## src/rtl/serial_adder_pkg.sv

```systemverilog
// Shared definitions for the bit-serial adder: FSM state encoding,
// counter-width helper and the legal operand-width range.
package serial_adder_pkg;

  typedef enum logic [1:0] {
    ST_IDLE  = 2'd0,
    ST_SHIFT = 2'd1,
    ST_DONE  = 2'd2
  } state_e;

  localparam int WIDTH_MIN = 2;
  localparam int WIDTH_MAX = 32;

  // Bits needed to count 0..w-1; never less than one bit.
  function automatic int CNT_W(input int w);
    return (w < 2) ? 1 : $clog2(w);
  endfunction

endpackage

```

## src/rtl/fa_bit_cell.sv

```systemverilog
// Combinational 1-bit full adder; the only arithmetic element of the
// serial adder.
module fa_bit_cell (
  input  logic a,
  input  logic b,
  input  logic cin,
  output logic s,
  output logic cout
);

  // Sum and majority carry of the three input bits.
  assign s    = a ^ b ^ cin;
  assign cout = (a & b) | (a & cin) | (b & cin);

endmodule

```

## src/rtl/serial_adder_ctrl.sv

```systemverilog
// Bit-serial adder: captures A, B and Cin, then pushes them LSB-first
// through one full-adder cell, one bit per clock, building the sum in a
// shift register. The optional signed-overflow output is enabled by
// defining SIGNED_OVF_EN.
//
// Handshake: start is sampled only while idle (busy=0); an accepted start
// captures A/B/Cin on that edge. busy is high while shifting and during the
// result cycle, and any start seen then is dropped, never queued. done is a
// single-cycle pulse marking Sum/Cout (and Ovf) valid; they then hold until
// the next done. A start held high simply re-triggers on the first idle edge.
module serial_adder_ctrl
  import serial_adder_pkg::*;
#(
  parameter int WIDTH = 8
) (
  input  logic             clk,
  input  logic             rst_n,
  input  logic             start,
  input  logic [WIDTH-1:0] A,
  input  logic [WIDTH-1:0] B,
  input  logic             Cin,
  output logic             busy,
  output logic             done,
  output logic [WIDTH-1:0] Sum,
  output logic             Cout,
  output logic [1:0]       dbg_state
`ifdef SIGNED_OVF_EN
  ,
  output logic             Ovf
`endif
);

  localparam int CNT_WIDTH = CNT_W(WIDTH);
  localparam logic [CNT_WIDTH-1:0] CNT_LAST = CNT_WIDTH'(WIDTH - 1);

  // Reject widths outside the supported range at elaboration.
  if (WIDTH < WIDTH_MIN || WIDTH > WIDTH_MAX) begin : g_width_check
    $error("serial_adder_ctrl: WIDTH out of range");
  end

  state_e               state;
  logic [WIDTH-1:0]     a_sr;
  logic [WIDTH-1:0]     b_sr;
  logic [WIDTH-1:0]     s_sr;
  logic                 carry;
  logic [CNT_WIDTH-1:0] cnt;
  logic                 cell_s;
  logic                 cell_cout;
`ifdef SIGNED_OVF_EN
  logic                 ovf_q;
`endif

  // The single full-adder cell sees the current LSBs and the running carry.
  fa_bit_cell u_cell (
    .a    (a_sr[0]),
    .b    (b_sr[0]),
    .cin  (carry),
    .s    (cell_s),
    .cout (cell_cout)
  );

  assign dbg_state = state;

  // Controller FSM with the shift registers, carry, counter and output regs.
  always_ff @(posedge clk or negedge rst_n) begin
    if (!rst_n) begin
      state <= ST_IDLE;
      a_sr  <= '0;
      b_sr  <= '0;
      s_sr  <= '0;
      carry <= 1'b0;
      cnt   <= '0;
      Sum   <= '0;
      Cout  <= 1'b0;
      busy  <= 1'b0;
      done  <= 1'b0;
`ifdef SIGNED_OVF_EN
      ovf_q <= 1'b0;
      Ovf   <= 1'b0;
`endif
    end else begin
      done <= 1'b0;
      case (state)
        ST_IDLE: begin
          if (start) begin
            a_sr  <= A;
            b_sr  <= B;
            carry <= Cin;
            cnt   <= '0;
            busy  <= 1'b1;
            state <= ST_SHIFT;
          end
        end
        ST_SHIFT: begin
          a_sr  <= a_sr >> 1;
          b_sr  <= b_sr >> 1;
          s_sr  <= {cell_s, s_sr[WIDTH-1:1]};
          carry <= cell_cout;
          if (cnt == CNT_LAST) begin
            // MSB is being added: carry is the carry into it.
            cnt   <= '0;
            state <= ST_DONE;
`ifdef SIGNED_OVF_EN
            ovf_q <= carry ^ cell_cout;
`endif
          end else begin
            cnt <= cnt + CNT_WIDTH'(1);
          end
        end
        ST_DONE: begin
          Sum   <= s_sr;
          Cout  <= carry;
          done  <= 1'b1;
          busy  <= 1'b0;
          state <= ST_IDLE;
`ifdef SIGNED_OVF_EN
          Ovf   <= ovf_q;
`endif
        end
        default: begin
          busy  <= 1'b0;
          state <= ST_IDLE;
        end
      endcase
    end
  end

endmodule

```

## config.mk

```make
export PLATFORM = sky130hd
export DESIGN_NAME = serial_adder_ctrl
export DESIGN_NICKNAME = d
export VERILOG_FILES = /design/src/rtl/serial_adder_pkg.sv /design/src/rtl/fa_bit_cell.sv /design/src/rtl/serial_adder_ctrl.sv
export SDC_FILE = /design/constraint.sdc
export NUM_CORES = 1
export LEC_CHECK = 0
export CAP_MARGIN = 5
export CORE_UTILIZATION = 51
export DETAILED_ROUTE_END_ITERATION = 10
export PLACE_DENSITY = 0.78
export SYNTH_ARGS = -nofsm -noshare
export SYNTH_HDL_FRONTEND = slang
export SYNTH_HIERARCHICAL = 1
export SYNTH_SLANG_ARGS = --single-unit
```

## constraint.sdc

```tcl
create_clock -name clk -period 1.7 [get_ports clk]
set_input_delay 0.51 -clock clk [delete_from_list [all_inputs] [get_ports clk]]
set_output_delay 0.51 -clock clk [all_outputs]
set_load 0.05 [all_outputs]
```

Word level (Yosys, flattened, before mapping). Index checks and enable logic that the tools add are counted.

Equal/unequal tests: 5. $add $sub $neg: 1. Reduce and logical (&&, ||, !) cells: 5. Bitwise logic cells: 8. Mux-type cells: 15.

Operators with widths (number): case mux 8 bit (2 select lines) (2); 2-to-1 mux 8 bit (2); 2-to-1 mux 3 bit (2); case mux 3 bit (2 select lines) (1); AND reduction 2 bit (3); 2-to-1 mux 2 bit (2); inequality test 2 bit (second input constant) (2); case mux 1 bit (2 select lines) (2); case mux 2 bit (2 select lines) (1); adder 3 x 1 -> 3 bit (second input constant) (1); bitwise AND 1 bit (3); equality test 3 bit (second input constant) (1); 2-to-1 mux 1 bit (3); equality test 2 x 1 -> 1 bit (second input constant) (1); equality test 2 bit (second input constant) (1); zero test 2 bit (1); OR 1 bit (2); nonzero test 2 bit (1); bitwise XOR 1 bit (2); inverter 1 bit (1).

Input port bits: 20. Bits in registers: 41. Logic and storage cells: 44.

Logic depth before layout (Yosys ltp). Gate-level depths: netlist (run 1).

Word-level depth: 4. Mapped depth: 5.

Cells and area by module. The synthesis (run 1) kept the hierarchy.

Modules (own cells, without submodules): serial_adder_ctrl (area an instance 1765.4 um^2, times used 1, cells an instance 138); fa_bit_cell (area an instance 20.0 um^2, times used 1, cells an instance 1).

Worst setup path after synthesis (run 1). No wires, ideal clock.

Path kind: reg-to-reg. Start: register state[1], in the netlist dbg_state[1]. End: register Sum[4]. Data arrival time: 1.356 ns. Data required time: 1.575 ns. Setup slack: 0.219 ns. Clock period less this slack: 1.481 ns. Stages on the path, launching flop included: 5. Path buffers: 1. Setup time: 0.125 ns. Cells stage by stage: dfrtp_1 buf_4 nand2_8 inv_4 mux2_2.

Cells in the longest elaborated chain, start to end: 1.

Ends and longest elaborated chain: start, declared (line serial_adder_ctrl.sv:41) `state_e state;`; start signal, assigned (line serial_adder_ctrl.sv:67) `state <= ST_IDLE;`; start signal, assigned (line serial_adder_ctrl.sv:91) `state <= ST_SHIFT;`; start signal, assigned (line serial_adder_ctrl.sv:102) `state <= ST_DONE;`; equality test 2 bit (line serial_adder_ctrl.sv:83) `case (state)`; end signal, assigned (line serial_adder_ctrl.sv:111) `Sum <= s_sr;`; end, declared (line serial_adder_ctrl.sv:24) `output logic [WIDTH-1:0] Sum,`.

Every way passes these cells. A chain may end at the register's enable or synchronous reset.

Final worst setup path (run 1).
Start: register state[1], in the netlist dbg_state[1]. End: output dbg_state[1].

RTL lines: end, declared (line serial_adder_ctrl.sv:26) `output logic [1:0] dbg_state`.

No word-level cell between the ends.

==> results of run 1 <==
[sequential cells by signal, indices dropped and copies added (netlist names)]
register	cells
Cout	1
s_sr	8
a_sr	8
done	1
carry	1
busy	1
dbg_state	2
b_sr	8
cnt	3
Sum	8
[final cells by class]
cell class | instances | area [sq um]
clock buffers | 5 | 37.5
clock inverters | 3 | 17.5
fillers | 243 | 1000
inverters | 4 | 20.0
multi-input cells | 85 | 672
flip-flops and latches | 41 | 1030
well taps | 46 | 57.6
repair buffers | 38 | 503
[through the flow]
stage	TNS [ps]	total power, mW
finish	0	4.32
global route	0	4.59
CTS	0	4.34
detailed placement	-133	3.87
global placement	0	3.76
floorplan	0	3.10
[repair_timing]
action / 4_1_cts / 5_1_grt
resized for setup: 2 / 0
setup endpoints to repair: 2 / 1
buffers inserted: 0 / 1
hold buffers: 0 / 0
[final timing paths]
check                               endpoint  slack (ps)  cells past startpoint
worst max-delay path            dbg_state[1]         100                      2
min in group clk                      cnt[0]         530                      1
worst min-delay path                  Sum[4]          90                      1
worst min register to register        cnt[0]         530                      1
max in group asynchronous            b_sr[5]        1120                      2
worst max register to register        Sum[4]         320                      4
[where the power goes]
group / switching [mW] / leakage [nW] / internal [mW] / total, mW
combinational: 0.958 / 0.488 / 1.09 / 2.04
clock: 0.314 / 0.0310 / 0.156 / 0.470
sequential: 0.398 / 0.473 / 1.41 / 1.81
total: 1.67 / 0.992 / 2.65 / 4.32
[synthesized netlist by cell type]
| master | n |
|---|---|
| sky130_fd_sc_hd__o22ai_1 | 24 |
| sky130_fd_sc_hd__a21oi_1 | 13 |
| sky130_fd_sc_hd__buf_4 | 2 |
| sky130_fd_sc_hd__inv_2 | 1 |
| sky130_fd_sc_hd__nor3_1 | 1 |
| sky130_fd_sc_hd__nor2b_1 | 1 |
| sky130_fd_sc_hd__nand3b_1 | 2 |
| sky130_fd_sc_hd__inv_1 | 1 |
| sky130_fd_sc_hd__nand2b_1 | 3 |
| sky130_fd_sc_hd__buf_6 | 3 |
| sky130_fd_sc_hd__dfrtp_1 | 41 |
| sky130_fd_sc_hd__mux2_2 | 11 |
| sky130_fd_sc_hd__a2bb2oi_1 | 2 |
| sky130_fd_sc_hd__fa_1 | 1 |
| sky130_fd_sc_hd__and3_1 | 1 |
| sky130_fd_sc_hd__inv_4 | 2 |
| sky130_fd_sc_hd__mux2_4 | 6 |
| sky130_fd_sc_hd__nand2_8 | 1 |
| sky130_fd_sc_hd__a22o_1 | 2 |
| sky130_fd_sc_hd__ha_1 | 2 |
| sky130_fd_sc_hd__nand2_1 | 2 |
| sky130_fd_sc_hd__clkbuf_1 | 1 |
| sky130_fd_sc_hd__buf_2 | 3 |
| sky130_fd_sc_hd__o221a_2 | 2 |
| sky130_fd_sc_hd__o21ai_0 | 5 |
| sky130_fd_sc_hd__a21o_1 | 1 |
| sky130_fd_sc_hd__nor2_1 | 4 |
| sky130_fd_sc_hd__nand2b_4 | 1 |
[kinds of logic (layout without fill, tap and decap cells)]
group / Yosys count / after routing
adder cells (fa/ha/maj): 3 / 3
flip-flops: 41 / 41
AO/OA/AOI/OAI: 49 / 49
buffers and inverters: 13 / 50
AND/OR/NAND/NOR: 16 / 16
multiplexers: 17 / 17
[layer usage]
metal	global-route usage	up-vias	routed length (um)
li1	-	591	-
met1	0.271	631	1430
met2	0.345	43	1750
met3	0.0609	8	185
met4	0.0747	0	46
met5	0	-	0
==> implementation parameters, run 1 <==
Parameter                              Value

Run status
  Status    completed

Synth
  Cell area after synthesis    ~0.0018 sq mm
  Share of synthesized cell area in full adder, half adder and majority cells    0.0252
  Synthesized-area fraction occupied by ao, oa, aoi and oai cells    0.171
  Xor and xnor fraction of the mapped netlist area    0
  Synthesized area per cell    12.8 sq um
  Synth top area cells    sky130_fd_sc_hd__dfrtp_1 57%, sky130_fd_sc_hd__o22ai_1 8.4%, sky130_fd_sc_hd__mux2_2 6.9%
  Number of synthesis warnings    6
  Share of the yosys chip area belonging to registers    0.575
  Leading area contributor after synthesis    sky130_fd_sc_hd__dfrtp_1
  Post-synthesis sequential element count    slightly above 40
  Gate count after technology mapping    about 140
  Synth cell types    28
  Synth top area share    0.575
  Largest family of logic cells by synthesized area    compound AO/OA/AOI/OAI gates
  Mux contribution to synthesized area    0.120
  Total nets after synthesis    approximately 160
  Basic-gate share of the synthesized area counting and, or, nand and nor cells    0.0603

Route
  Starting DRC count in detailed routing    34
  Total wire length after detailed routing    between 3000 and 4000 um
  Routed Antenna Nets    0
  Post-detailed-route wirelength per cell    ~15 um
  Vias    around 1300
  Number of iterations in the first detailed-routing pass    4
  Post-detailed-route DRC marker count    0
  Vias per Instance    5.73

Pwr
  Peak supply drop    1.22 mV
  Total power divided by cell area    1850 mW/mm^2
  Standby leakage power    0.992 nW

Timing
  Final critical-path required period    1600 ps
  Relative slew slack    0.689
  Post-Route Skew    between 10 and 15 ps
  Setup repair after global routing missed its margin    no
  Final worst setup slack    between 90 and 100 ps
  Worst hold-check slack    between 90 and 100 ps
  Max frequency    around 620 MHz
  Final critical-path share of the clock period    0.942
  Hold violation count in the final report    0
  Measured slew at the worst slew-check pin    467 ps
  Endpoints failing setup    0
  Number of pins exceeding their max-slew limit in the final report    0

Placement
  Placed Cells incl. Taps    between 200 and 250
  Routability congestion estimate from global placement    between 0.8 and 0.9
  Placement-stage cell area    approximately 0.0023 sq mm
  Pre-CTS WS    -49.8 ps
  Count of port buffers added during placement    32
  Final HPWL DP    ~2500 um

Global route
  Total congestion overflow after global routing    0
  Maximum number of pins on one net before global-route repair    23
  First-pass GRT wire length    about 5600 um
  Antenna violations before repair    0
  Aggregate global-route resource usage    0.212
  Vias in the first global route    between 1000 and 1500

Worst setup path
  Cells along the critical path    buf_4, buf_12
  Kind of start point of the critical path    flip-flop
  Data arrival, critical path    between 1000 and 1500 ps
  Category of the most critical setup path    flip-flop to output pin
  Maximum fanout encountered on the critical timing path    10
  Critical path buffer and inverter count    2
  Launching element of the worst setup path    dbg_state[1]
  Crit end category    output pin
  Peak per-stage delay on the critical path    roughly 420 ps
  Dominant delay contributor by cell family on the critical path    flip-flops
  Worst path required time    ~1200 ps
  Launch point of the worst reg-to-reg path    dbg_state[0]
  CP max stage cell    sky130_fd_sc_hd__dfrtp_2

Die
  Chip Height    just over 60 um
  Row Count    21
  Placeable core region    approximately 0.0033 sq mm
  Floorplan die width    between 60 and 70 um
  Die Area    ~0.0037 sq mm
  Number of top-level pins    33
  Initial core utilization    0.535

Cells and area
  Fraction of final layout cells sized beyond drive strength 1    0.307
  Most common cell after layout, fill and taps aside    sky130_fd_sc_hd__dfrtp_1
  Cell area after layout    between 0.002 and 0.0025 sq mm
  Post-Layout Cell Count    around 220
  Number of nets in the layout    about 200
  Growth of design area from synthesis to finish    30.8%
  Commonest non-fill, non-tap cells in the layout    39 x sky130_fd_sc_hd__dfrtp_1, 24 x sky130_fd_sc_hd__o22ai_1, 18 x sky130_fd_sc_hd__clkdlybuf4s50_1, 14 x sky130_fd_sc_hd__buf_12, 13 x sky130_fd_sc_hd__a21oi_1
  Diode insertion count for antenna repair    0
  Final core utilization    0.700

Worst hold path
  Min-Delay Path Class    primary input to asynchronous set/reset pin

Clocking
  Number of H-tree levels    2
  TritonCTS buffer count    5
  Sink count of the clock tree    between 40 and 50
  CTS Root Cell    sky130_fd_sc_hd__clkbuf_4
  CTS tree    yes
  Max Buffers Root-to-Sink    2
  Clock slew seen by the registers of the worst setup and hold paths    120 ps
  Skew-Pair Late Insertion Delay    about 350 ps

Flow run
  Max-cap violations    0
No activity file was read; power rests on OpenSTA's default activity.
==> run 2: changes to the inputs <==
--- a/config.mk
+++ b/config.mk
@@ -8,8 +8,10 @@
 export CAP_MARGIN = 5
 export CORE_UTILIZATION = 51
 export DETAILED_ROUTE_END_ITERATION = 10
+export HOLD_SLACK_MARGIN = 0.15
 export PLACE_DENSITY = 0.78
 export SYNTH_ARGS = -nofsm -noshare
 export SYNTH_HDL_FRONTEND = slang
 export SYNTH_HIERARCHICAL = 1
 export SYNTH_SLANG_ARGS = --single-unit
+export TNS_END_PERCENT = 100
==> implementation parameters, run 2 (synthesis results as in run 1) <==
Parameter                              Value

Die
  Die Area    between 0.003 and 0.004 sq mm
  Chip Height    61.2 um
  Row Count    21
  Floorplan die width    slightly above 60 um
  Initial core utilization    0.535
  Number of top-level pins    33
  Placeable core region    0.00334 sq mm

Cells and area
  Post-Layout Cell Count    ~220
  Final core utilization    0.703
  Commonest non-fill, non-tap cells in the layout    39 x sky130_fd_sc_hd__dfrtp_1, 24 x sky130_fd_sc_hd__o22ai_1, 18 x sky130_fd_sc_hd__clkdlybuf4s50_1, 14 x sky130_fd_sc_hd__buf_12, 13 x sky130_fd_sc_hd__a21oi_1
  Number of nets in the layout    ~200
  Growth of design area from synthesis to finish    31.4%
  Number of fill cells in the layout    around 240
  Most common cell after layout, fill and taps aside    sky130_fd_sc_hd__dfrtp_1
  Diode insertion count for antenna repair    0
  Fraction of final layout cells sized beyond drive strength 1    0.305

Route
  Post-detailed-route DRC marker count    0
  Routed Antenna Nets    0
  Vias per Instance    about 5.8
  Post-detailed-route wirelength per cell    between 15 and 20 um
  Starting DRC count in detailed routing    40
  Vias    between 1000 and 1500
  Number of iterations in the first detailed-routing pass    4
  Total wire length after detailed routing    3430 um

Worst hold path
  Min-Delay Path Class    flip-flop to flip-flop

Placement
  Routability congestion estimate from global placement    between 0.8 and 0.9
  Final HPWL DP    ~2500 um
  Placed Cells incl. Taps    roughly 210
  Count of port buffers added during placement    32

Worst setup path
  Maximum fanout encountered on the critical timing path    10
  Data arrival, critical path    ~1100 ps
  Category of the most critical setup path    flip-flop to output pin
  Launching element of the worst setup path    dbg_state[1]
  RR Endpoint    Sum[4]
  CP Capture Point    dbg_state[1]
  Reg2reg setup slack    ~320 ps
  Launch point of the worst reg-to-reg path    dbg_state[0]
  Crit end category    output pin
  Reg2reg path depth    4
  Worst path required time    about 1200 ps
  Kind of start point of the critical path    flip-flop

Clocking
  TritonCTS buffer count    5
  Sink count of the clock tree    41
  Clock slew seen by the registers of the worst setup and hold paths    roughly 120 ps
  Number of H-tree levels    2
  Skew-Pair Late Insertion Delay    350 ps
  Max Buffers Root-to-Sink    2
  CTS Root Cell    sky130_fd_sc_hd__clkbuf_4
  CTS tree    yes

Pwr
  Switching part of the total    0.385
  Net switching power of the design    about 1.7 mW
  Reg power frac    0.418
  Total power divided by cell area    about 1800 mW/mm^2
  Combinational Power Share    0.474
  Clock power share    0.108
  Internal power of the cells    around 2.7 mW
  Peak supply drop    1.21 mV
  Total power    around 4.3 mW
  Standby leakage power    0.996 nW

Flow run
  Max-cap violations    0

Timing
  Hold violation count in the final report    0
  Setup repair after global routing missed its margin    no
  Max frequency    approximately 630 MHz
  Total negative slack for setup checks    0 ps
  Final critical-path share of the clock period    0.941
  Final critical-path required period    between 1500 and 2000 ps
  Post-Route Skew    roughly 11 ps
  Worst hold-check slack    531 ps
  Number of pins exceeding their max-slew limit in the final report    0
  Relative slew slack    0.680
  Endpoints failing setup    0
  Measured slew at the worst slew-check pin    480 ps

Run status
  Status    completed

Global route
  Total congestion overflow after global routing    0
  First-pass GRT wire length    5600 um
  Vias in the first global route    between 1000 and 1500
  Aggregate global-route resource usage    0.212
  Antenna violations before repair    0
  Maximum number of pins on one net before global-route repair    23
==> run 2: changes by cell type in the layout (fill, tap and decap cells not counted), sizes merged <==
cell,delta
dlygate4sd3,+1
==> run 2: worst max-delay path: stages, from the launching register on <==
cell and delay [ps]:
sky130_fd_sc_hd__dfrtp_2 420, sky130_fd_sc_hd__buf_4 170, sky130_fd_sc_hd__buf_12 150
==> run 2: power groups by stage <==
stage | sequential [mW] | combinational, mW | clock [mW]
2_1_floorplan | 2.02 | 1.07 | 0
3_3_place_gp | 1.79 | 1.96 | 0
3_5_place_dp | 1.82 | 2.05 | 0
4_1_cts | 1.81 | 2.05 | 0.486
5_1_grt | 1.86 | 2.20 | 0.535
6_report | 1.81 | 2.05 | 0.466
==> run 2: final cells by class <==
type | count | area [sq um] | area share
sequential | 41 | 1030 | 0.438
multi-input combinational | 85 | 672 | 0.286
timing repair buffer | 39 | 513 | 0.219
tap | 46 | 57.6 | 0.0245
clock buffer | 5 | 37.5 | 0.0160
inverter | 4 | 20.0 | 0.00853
clock inverter | 3 | 17.5 | 0.00747
==> run 2: stage by stage <==
stage | instance area, sq um | setup WS [ps]
after floorplan | 1790 | 219
after global placement | 2270 | 30.9
after detailed placement | 2270 | -49.8
after CTS | 2340 | 0.779
after global routing | 2350 | 56.1
final | 2350 | 100
==> run 2: worst min path at each step <==
stage	cells after the start	from	endpoint
2_1_floorplan	0	rst_n	Cout
3_5_place_dp	1	rst_n	Sum[4]
5_1_grt	1	cnt[1]	cnt[1]
6_report	1	cnt[0]	cnt[0]
3_3_place_gp	1	rst_n	Sum[4]
4_1_cts	1	cnt[0]	cnt[0]
==> run 2: routing by layer <==
metal  vias to the layer above  GRT usage  wire [um]
li1                        594          -          -
met1                       639      0.271       1430
met2                        43      0.346       1780
met3                         8     0.0609        183
met4                         0     0.0747         46
met5                         -          0          0
==> run 2: timing repair <==
item,4_1_cts,5_1_grt
hold buffers,1,0
endpoints found under the hold margin,19,0
pin swaps,0,0
buffers inserted,0,1
endpoints found under the setup margin,2,1
resized for setup,2,0
